<file path="src/rtl/mult_pkg.sv">
// Shared constants and types for the 32x32 multiplier datapath.
// The cs_final_adder build option MULT_HI_EN selects a full 64-bit or a low 32-bit resolve.
package mult_pkg;

  localparam int PROD_W = 64;
  localparam int C_W    = 63;
  localparam int S_W    = 64;
  localparam int LOW_W  = 32;

  typedef enum logic [1:0] {
    IDLE = 2'd0,
    ADD  = 2'd1,
    DONE = 2'd2
  } state_t;

  // A slice never exceeds the span being resolved (CHUNK_W=64 on a 32-bit span gives one slice).
  function automatic int slice_width(input int chunk_w, input int span_w);
    return (chunk_w < span_w) ? chunk_w : span_w;
  endfunction

endpackage

</file>
<file path="src/rtl/cfa_chunk_add.sv">
// Combinational W-bit adder with carry-in and carry-out; one slice of the final adder.
module cfa_chunk_add #(
  parameter int W = 16
) (
  input  logic [W-1:0] a,
  input  logic [W-1:0] b,
  input  logic         cin,
  output logic [W-1:0] sum,
  output logic         cout
);

  logic [W:0] total;

  assign total = {1'b0, a} + {1'b0, b} + {{W{1'b0}}, cin};
  assign sum   = total[W-1:0];
  assign cout  = total[W];

endmodule

</file>
<file path="src/rtl/cs_final_adder.sv">
// Sequential carry-propagate adder turning the compressor's carry/sum pair into a binary product.
// Define MULT_HI_EN to resolve all 64 bits; otherwise only bits 31:0 are added and prod[63:32] = 0.
module cs_final_adder
  import mult_pkg::*;
#(
  parameter int CHUNK_W = 16
) (
  input  logic              clk,
  input  logic              rst,
  input  logic              in_valid,
  output logic              in_ready,
  input  logic [C_W-1:0]    c_in,
  input  logic [S_W-1:0]    s_in,
  output logic              out_valid,
  input  logic              out_ready,
  output logic [PROD_W-1:0] prod
);

`ifdef MULT_HI_EN
  localparam int RES_W = PROD_W;
`else
  localparam int RES_W = LOW_W;
`endif
  localparam int SLICE_W = slice_width(CHUNK_W, RES_W);
  localparam int NCHUNK  = RES_W / SLICE_W;
  localparam int IDX_W   = (NCHUNK > 1) ? $clog2(NCHUNK) : 1;
  localparam logic [IDX_W-1:0] LAST_IDX = IDX_W'(NCHUNK - 1);

  // Handshakes: a transfer happens on a rising edge where valid and ready are both high;
  // ready never depends combinationally on the partner's valid.

  state_t             state_q, state_d;
  logic [RES_W-1:0]   s_q, a_q, res_q;
  logic               carry_q;
  logic [IDX_W-1:0]   idx_q;
  logic [PROD_W-1:0]  a_full;
  logic [31:0]        base;
  logic [SLICE_W-1:0] s_slice, a_slice, sum_slice;
  logic               cout;
  logic               accept;
  logic               last_slice;

  assign a_full     = {c_in, 1'b0};
  assign in_ready   = (state_q == IDLE) & ~rst;
  assign accept     = in_ready & in_valid;
  assign last_slice = (idx_q == LAST_IDX);
  assign out_valid  = (state_q == DONE);

`ifdef MULT_HI_EN
  assign prod = res_q;
`else
  // Upper operand halves are never stored; this only keeps them visibly consumed.
  logic unused_hi;
  assign unused_hi = ^{s_in[S_W-1:RES_W], a_full[PROD_W-1:RES_W]};
  assign prod      = {{(PROD_W - RES_W){1'b0}}, res_q};
`endif

  assign base    = 32'(idx_q) * 32'(SLICE_W);
  assign s_slice = s_q[base +: SLICE_W];
  assign a_slice = a_q[base +: SLICE_W];

  cfa_chunk_add #(.W(SLICE_W)) u_chunk (
    .a    (s_slice),
    .b    (a_slice),
    .cin  (carry_q),
    .sum  (sum_slice),
    .cout (cout)
  );

  always_ff @(posedge clk) begin
    if (rst) begin
      state_q <= IDLE;
    end else begin
      state_q <= state_d;
    end
  end

  always_comb begin
    state_d = state_q;
    case (state_q)
      IDLE:    if (accept) state_d = ADD;
      ADD:     if (last_slice) state_d = DONE;
      DONE:    if (out_ready) state_d = IDLE;
      default: state_d = IDLE;
    endcase
  end

  always_ff @(posedge clk) begin
    if (rst) begin
      s_q     <= '0;
      a_q     <= '0;
      res_q   <= '0;
      carry_q <= 1'b0;
      idx_q   <= '0;
    end else if (accept) begin
      s_q     <= s_in[RES_W-1:0];
      a_q     <= a_full[RES_W-1:0];
      carry_q <= 1'b0;
      idx_q   <= '0;
    end else if (state_q == ADD) begin
      res_q[base +: SLICE_W] <= sum_slice;
      carry_q                <= cout;
      idx_q                  <= idx_q + IDX_W'(1);
    end
  end

endmodule

</file>
<file path="config.mk">
export PLATFORM = sky130hd
export DESIGN_NAME = cs_final_adder
export DESIGN_NICKNAME = d
export VERILOG_FILES = /design/src/rtl/mult_pkg.sv /design/src/rtl/cfa_chunk_add.sv /design/src/rtl/cs_final_adder.sv
export SDC_FILE = /design/constraint.sdc
export NUM_CORES = 1
export LEC_CHECK = 0
export BUFFER_PORTS_ARGS = -buffer_cell sky130_fd_sc_hd__buf_2
export CAP_MARGIN = 20
export CORE_UTILIZATION = 31
export CTS_BUF_LIST = sky130_fd_sc_hd__clkbuf_2
export DETAILED_ROUTE_END_ITERATION = 10
export SLEW_MARGIN = 25
export SYNTH_ARGS = -nofsm -noshare
export SYNTH_HDL_FRONTEND = slang
export SYNTH_SLANG_ARGS = --single-unit
</file>
<file path="constraint.sdc">
create_clock -name clk -period 6.8 [get_ports clk]
set_input_delay 0.68 -clock clk [delete_from_list [all_inputs] [get_ports clk]]
set_output_delay 0.68 -clock clk [all_outputs]
set_load 0.01 [all_outputs]
</file>
==> flow_summary.yaml <==
sta:
  timing.slew.headroom_pct: 48.5
  period_share_pct: 48.1
  tightest_slew_ps: 773
  finalCriticalPeriod_ps: 3270
  rsz0062_at_grt: "false"
  hold_violations: 0
  setup_violations: 0
  fmax_mhz: 305
  finalMaxSlewViolations: 0
  clock_skew_ps: 22.1
  whs_ps: 241
  finalSetupTns_ps: 0
routing:
  vias_per_cell: 4.46
  drtAntennaViolNets: 0
  wire_per_inst_um: 13.3
  drt_iter0_markers: 167
  vias: 4011
  drc: 0
  first_pass_iters: 4
  postRouteWirelength_um: 12000
clock_network:
  cts_root_buf: "clkbuf_2"
  cts_tree: "built"
  clk_path_buf_depth: 2
  post_cts_buffers: 0
  numCtsBuffers: 9
  cts.hold.buffers_added: 0
  cts-resized-gates: 0
  clock-sinks: 99
  cts_max_level: 3
  clock_latency_ps: 600
  clk_pin_slew_ps: 280
yosys:
  syn_inst: 602
  synth_edf_count: 0
  synth_area_leaders: "dfxtp_1 39%, nand2b_1 8.1%, nand2_1 7.4%"
  yosysUniqueCellTypes: 49
  yosysSeqAreaShare_pct: 38.8
  ys_dominant_reg_cell: "dfxtp_1"
  post-synth-top-area-cell: "dfxtp_1"
  synth_area_sq_mm: 0.00511
  avgSynthCellArea_sq_um: 8.48
  synth_most_common_cell: "nand2_1"
  synth-seq-cells: 99
  ys_async_sr_fraction_pct: 0
  synth_warnings: 0
  synth_top_area_share_pct: 38.8
  synthTopCellsByCount: "101 x nand2_1, 99 x dfxtp_1, 73 x o21ai_0"
final_layout:
  multi_input_area_sq_mm: 0.00277
  fillers: 1753
  regArea_sq_mm: 0.00198
  fin_nets: 825
  fin_cells: 899
  syn2layout_area_growth_pct: 10.7
  drive_gt1_share_pct: 23.3
floorplanning:
  die_w_um: 130
  die_h_um: 130
  die_area_sq_mm: 0.0170
  fp.coreArea_sq_mm: 0.0160
  start_util_pct: 31.9
  rows: 46
  ios: 197
worst_hold_path:
  hold_path.class: "primary input to flop"
pwr:
  cellLeakagePower_nw: 2.36
  ir_drop_mv: 0.125
  pwr_density_cell_mw_per_mm2: 200
global_route:
  antenna_found_initial: 1
  track_usage_pct: 14.9
  grt_pass1_vias: 3719
  grt_max_degree: 127
  grt_pass1_wl_um: 19200
  grt.overflow.total: 0
placement:
  port_buffers: 100
  finalWeightedCongestion: 0.789
  place_inst: 882
  place_hpwl_um: 8420
status:
  status: "complete, no violations"
critical_path:
  critPathKind: "flop to flop"
  required_ps: 7290
  crit_path_max_fanout: 38
  crit_path_end_kind: "flop"
  cp.arrival_ps: 3760
  start_kind: "flop"
flow_run:
  drv_cap: 0
## cell usage in the layout, fill, tap and decap left out, drive strengths merged, types with 6 or more instances in the layout
| cell | instances |
|---|---|
| buf | 103 |
| nand2b | 66 |
| a22o | 6 |
| ha | 15 |
| xnor2 | 7 |
| nor2 | 19 |
| o21ai | 74 |
| a31oi | 6 |
| conb | 32 |
| a211oi | 9 |
| clkbuf | 10 |
| mux2 | 31 |
| dfxtp | 99 |
| a21oi | 29 |
| nand3 | 7 |
| nand2 | 101 |
| nor3 | 8 |
## registers in the layout, summed over array words and instances (netlist names)
signal / flops
res_q: 32
s_q: 32
a_q: 31
state_q: 2
carry_q: 1
idx_q: 1
## area by class of cell
class | instances | share of cell area [%]
Antenna cell | 1 | 0.0443
Clock buffer | 10 | 0.885
Clock inverter | 6 | 0.730
Inverter | 3 | 0.199
Multi-Input combinational cell | 461 | 49.0
Sequential cell | 99 | 35.1
Tap cell | 216 | 4.78
Timing Repair Buffer | 103 | 9.32
## worst max-delay path, cell delays in order (launching register included)
cell	delay (ps)
dfxtp_1	370
buf_4	420
mux2i_1	320
fa_1	250
inv_1	60
fa_1	410
a211oi_1	390
o21ai_2	160
a211o_1	270
o21ai_0	90
xor2_1	310
a211oi_1	120
## logic make-up after synthesis
kind of cell / count (synthesis) / synth area share, %
XOR/XNOR: 9 / 1.54
other: 1 / 0.0734
buffers and inverters: 73 / 9.31
multiplexers: 32 / 7.03
AND/OR/NAND/NOR: 224 / 21.8
flip-flops: 99 / 38.8
adder cells (fa/ha/maj): 17 / 4.46
AO/OA/AOI/OAI: 147 / 16.9
## where the power goes
| part | internal, W | switching (W) | leakage (nW) |
|---|---|---|---|
| clock | 0.0000501 | 0.000207 | 0.0576 |
| combinational | 0.0000953 | 0.000140 | 1.49 |
| sequential | 0.000622 | 0.0000192 | 0.811 |
| total | 0.000767 | 0.000366 | 2.36 |
## worst paths after layout
| check | end | depth (start not counted) | slack (ps) | start |
|---|---|---|---|---|
| hold reg to reg | res_q[21]$_SDFFE_PP0P_ | 2 | 470 | res_q[21]$_SDFFE_PP0P_ |
| hold / removal | s_q[1]$_SDFFE_PP0P_ | 3 | 240 | s_in[1] |
| setup reg to reg | res_q[8]$_SDFFE_PP0P_ | 11 | 3530 | idx_q$_SDFFE_PP0N_ |
| setup / recovery | res_q[8]$_SDFFE_PP0P_ | 11 | 3530 | idx_q$_SDFFE_PP0N_ |
## layer usage
layer	part of all wire [%]	global-route usage, %
met1	51	20.3
met2	43	23.2
met3	5.0	4.35
met4	0.57	3.45
met5	0	0
## per-stage QoR
step / worst slack [ps] / cell area (sq um) / total power, W / utilization [%]
after CTS: 3440 / 5650 / 0.00115 / 35.3
final: 3530 / 5650 / 0.00113 / 35.3
after detailed placement: 3450 / 5560 / 0.000889 / 34.7
after floorplan: 3850 / 5220 / 0.000832 / -
after global placement: 3460 / 5550 / 0.000888 / 34.7
after global routing: 3230 / 5650 / 0.00121 / 35.3
Note: power is estimated with default switching activity, not from simulation.
